--- config.mk ---
export PLATFORM = sky130hd
export DESIGN_NAME = demux_fifo_arbiter
export DESIGN_NICKNAME = d
export VERILOG_FILES = /design/src/rtl/demux_fifo_arbiter.sv
export SDC_FILE = /design/constraint.sdc
export NUM_CORES = 1
export LEC_CHECK = 0
export CORE_ASPECT_RATIO = 1.1
export CORE_MARGIN = 4
export CORE_UTILIZATION = 50
export DETAILED_ROUTE_END_ITERATION = 6
export PLACE_DENSITY = 0.73
export RECOVER_POWER = 25
export SLEW_MARGIN = 10
export SYNTH_ARGS = -nofsm -noshare
export SYNTH_HDL_FRONTEND = slang
export SYNTH_SLANG_ARGS = --single-unit
--- constraint.sdc ---
create_clock -name clk -period 3.2 [get_ports clk]
set_input_delay 0.48 -clock clk [delete_from_list [all_inputs] [get_ports clk]]
set_output_delay 0.48 -clock clk [all_outputs]
set_load 0.1 [all_outputs]
--- src/rtl/demux_fifo_arbiter.sv ---
// Four per-class FIFOs drained round-robin into a single registered output stage.
// Each FIFO reports fill flags and a sticky overflow flag back to the traffic source.
module demux_fifo_arbiter #(
  parameter int unsigned DATA_W   = 12,
  parameter int unsigned DEPTH    = 4,
  parameter int unsigned AFULL_TH = 3
) (
  input  logic              clk,
  input  logic              reset_L,
  input  logic [DATA_W-1:0] data_in0,
  input  logic [DATA_W-1:0] data_in1,
  input  logic [DATA_W-1:0] data_in2,
  input  logic [DATA_W-1:0] data_in3,
  input  logic              valid_in0,
  input  logic              valid_in1,
  input  logic              valid_in2,
  input  logic              valid_in3,
  input  logic              pop,
  output logic [DATA_W-1:0] data_out,
  output logic [1:0]        class_out,
  output logic              valid_out,
  output logic [3:0]        almost_full,
  output logic [3:0]        fifo_empty,
  output logic [3:0]        overflow
);

  localparam int unsigned PW = $clog2(DEPTH);
  localparam int unsigned CW = PW + 1;

  logic [DATA_W-1:0] w_din [4];
  logic [3:0]        w_vin;
  logic [DATA_W-1:0] r_mem [4][DEPTH];
  logic [PW-1:0]     r_wptr [4];
  logic [PW-1:0]     r_rptr [4];
  logic [CW-1:0]     r_cnt  [4];
  logic [3:0]        r_ovf;
  logic [1:0]        r_last;
  logic [DATA_W-1:0] r_data;
  logic [1:0]        r_class;
  logic              r_valid;

  logic [3:0]        w_full, w_nonempty, w_push, w_drop, w_rd;
  logic              w_free, w_gnt_vld;
  logic [1:0]        w_gnt_idx, w_cand;
  logic [DATA_W-1:0] w_head;

  assign w_din[0] = data_in0;
  assign w_din[1] = data_in1;
  assign w_din[2] = data_in2;
  assign w_din[3] = data_in3;
  assign w_vin    = {valid_in3, valid_in2, valid_in1, valid_in0};

  always_comb begin
    w_full      = '0;
    w_nonempty  = '0;
    almost_full = '0;
    for (int unsigned n = 0; n < 4; n++) begin
      w_full[n]      = (r_cnt[n] == CW'(DEPTH));
      w_nonempty[n]  = (r_cnt[n] != '0);
      almost_full[n] = (r_cnt[n] >= CW'(AFULL_TH));
    end
    // A full FIFO drops its push even when the arbiter reads it this cycle.
    w_push     = w_vin & ~w_full;
    w_drop     = w_vin & w_full;
    fifo_empty = ~w_nonempty;
  end

  assign w_free = !r_valid || pop;

  always_comb begin
    w_gnt_vld = 1'b0;
    w_gnt_idx = r_last;
    w_cand    = '0;
    for (int unsigned k = 1; k <= 4; k++) begin
      w_cand = r_last + 2'(k);
      if (!w_gnt_vld && w_nonempty[w_cand]) begin
        w_gnt_vld = 1'b1;
        w_gnt_idx = w_cand;
      end
    end
    w_rd = (w_free && w_gnt_vld) ? (4'b0001 << w_gnt_idx) : '0;
  end

  assign w_head = r_mem[w_gnt_idx][r_rptr[w_gnt_idx]];

  always_ff @(posedge clk) begin
    for (int unsigned n = 0; n < 4; n++) begin
      if (w_push[n]) r_mem[n][r_wptr[n]] <= w_din[n];
    end
  end

  always_ff @(posedge clk or negedge reset_L) begin
    if (!reset_L) begin
      for (int unsigned n = 0; n < 4; n++) begin
        r_wptr[n] <= '0;
        r_rptr[n] <= '0;
        r_cnt[n]  <= '0;
      end
      r_ovf   <= '0;
      r_last  <= 2'd3;
      r_data  <= '0;
      r_class <= '0;
      r_valid <= 1'b0;
    end else begin
      for (int unsigned n = 0; n < 4; n++) begin
        if (w_push[n]) r_wptr[n] <= r_wptr[n] + 1'b1;
        if (w_rd[n])   r_rptr[n] <= r_rptr[n] + 1'b1;
        r_cnt[n] <= r_cnt[n] + CW'(w_push[n]) - CW'(w_rd[n]);
      end
      r_ovf <= r_ovf | w_drop;
      if (w_free) begin
        if (w_gnt_vld) begin
          r_data  <= w_head;
          r_class <= w_gnt_idx;
          r_valid <= 1'b1;
          r_last  <= w_gnt_idx;
        end else begin
          r_valid <= 1'b0;
        end
      end
    end
  end

  assign data_out  = r_data;
  assign class_out = r_class;
  assign valid_out = r_valid;
  assign overflow  = r_ovf;

endmodule

==> impl_metrics.yaml <==
global_route:
  grt-ovfl-total: 0
  grt.total_usage_pct: 19.52
  antenna_found_initial: 0
  grt_pass1_vias: 6197
  grt_pass1_wl_um: 34270
  grt_max_degree: 62
clocking:
  tritoncts: "done"
  insertion_delay_ns: 0.52
  cts_buffer_depth: 3
  clk_pin_slew_worst_paths_ns: 0.06
  ctsResizeCount: 0
  holdBufCountCts: 0
  cts-root-buf: "clkbuf_16"
  htreeDepth: 1
  post-cts-setup-buffer-count: 0
  cts_buffers: 23
  clock_sinks: 241
sta:
  final_max_slew_viol_count: 50
  finalCritPeriodShare_pct: 94.35
  setup_viol: 0
  whs_ns: 0.4667
  hold_violations: 0
  worst_pin_slew_ns: 2.724
  rsz0062_at_grt: "false"
  fmax_ghz: 0.3312
  min_period_ns: 3.019
  slew_headroom_pct: -81.63
  finClkSkew_ns: 0.02110
  setup_tns_ns: 0
critical_path:
  r2r_setup_slack_ns: 0.18
  crit_arrival_ns: 3.42
  crit_fanout: 61
  crit_type: "register to register"
  critPathLaunchType: "register"
  critPathCaptureType: "register"
  cp_data_required_time_ns: 3.60
logic_synthesis:
  synth_flop_cell: "edfxtp_1"
  syn_inst: 700
  ys_seq_area_share_pct: 68.32
  ys_ff_latch: 241
  synthArstFlopShare_pct: 20.33
  ys_top_cells_by_area: "edfxtp_1 56%, dfrtp_1 11%, mux2i_1 3.9%, mux2_2 3.8%, ha_1 3.4%"
  synth-edff-count: 192
  synth.largest_area_cell: "edfxtp_1"
  syn_area_per_cell_um2: 14.62
  yosysWarnings: 0
  synth_top_area_share_pct: 56.32
  syn_nets: 787
  syn_area_um2: 10240
  synth_cell_type_count: 51
floorplanning:
  start_util_pct: 51.19
  io_pins: 82
  chipWidth_um: 144.4
  dieArea_um2: 22830
  rows: 54
  die_y_um: 158.1
  core_area_um2: 20000
route:
  firstDrtPassIters: 7
  drt-initial-drc-count: 530
  viasPerCell: 5.689
  wirelength_um: 22060
  vias: 6013
  wl_per_cell_um: 20.87
  ant_nets: 0
  drcViolationCount: 0
final_layout:
  layout.nets: 875
  drive_above_1_share_pct: 18.26
  final_common_cell: "edfxtp_1"
  layout_common_cells: "192 x edfxtp_1, 88 x nand2_1, 46 x dfrtp_1"
  diodes: 0
  syn_to_final_growth_pct: 17.90
placement:
  hpwlAfterDp_um: 15530
  gp_congestion: 0.9029
  io_buffers: 81
outcome:
  violations: "max-capacitance violations, max-slew violations"
  status: "complete, but fails checks"
flow_run:
  maxCapViolCount: 1
hold_path:
  min_path_type: "register to register"
## kinds of logic (layout without fill, tap and decap cells)
family	Yosys count	count (layout)	share of synthesized area, %
xor+xnor	16	16	1.369
flops	241	241	68.32
simple gates	174	174	7.810
buf+inv	69	174	3.190
compound gates	92	92	7.211
fa+ha+maj	32	32	4.204
mux	76	76	7.895
## cell usage after synthesis, types with 5 or more instances
library cell,number
a21oi_1,13
o221a_1,7
nor2_1,18
a311o_1,11
clkbuf_1,13
edfxtp_1,192
mux2_2,35
buf_1,5
and2_1,17
xnor2_1,10
o32a_1,11
nand3_1,34
o221a_2,5
buf_4,7
inv_1,31
buf_2,9
nand2_1,88
mux2i_1,40
dfrtp_1,47
ha_1,28
o21ai_0,21
xor2_1,6
a21boi_1,5
## sequential cells by signal (all words and copies together), names as in the netlist
signal / flops
r_rptr: 8
data_out: 12
class_out: 2
overflow: 4
r_last: 2
valid_out: 1
r_mem: 192
r_wptr: 8
r_cnt: 12
## worst max-delay path: stages (launching register included)
cell	delay [ns]
dfrtp_1	0.43
or3_4	0.43
a221o_1	0.44
o21ai_4	0.11
buf_12	0.31
mux2_2	0.39
o32a_1	0.31
a311o_1	0.35
o221a_1	0.11
## layer usage
layer | routed length (um) | vias up | track usage (%)
met1 | 9527 | 3002 | 27.00
met5 | 0 | - | 0
met3 | 1370 | 34 | 3.776
met2 | 10740 | 211 | 32.31
li1 | - | 2766 | -
met4 | 418 | 0 | 4.576
## metrics by stage
step	area [um^2]	util, %	cells	worst slack [ns]
after global routing	12070	60.35	1057	0.06328
after floorplan	10320	-	700	-0.3110
final	12070	60.35	1057	0.1807
after CTS	12070	60.34	1057	0.1477
after global placement	11310	56.58	1015	0.2792
after detailed placement	11310	56.58	1015	0.1413
## layout make-up
class	instances	area [um^2]
multi-input cells	390	2992
clock buffers	32	649.4
inverters	32	123.9
well taps	252	315.3
clock inverters	10	102.6
flip-flops and latches	241	6995
fillers	1490	7929
repair buffers	100	892.1
## path summary, 6_finish.rpt
kind	from	to	cells after the start
setup reg to reg	r_cnt[7]	data_out[9]	8
hold / removal	overflow[3]	overflow[3]	1
min in group asynchronous	reset_L	r_cnt[8]	1
setup / recovery	r_cnt[7]	data_out[9]	8
hold reg to reg	overflow[3]	overflow[3]	1
max in group asynchronous	reset_L	r_cnt[0]	1
Power is not shown: default switching activity piles up to over one toggle a cycle in this logic, so the estimate is an artifact.
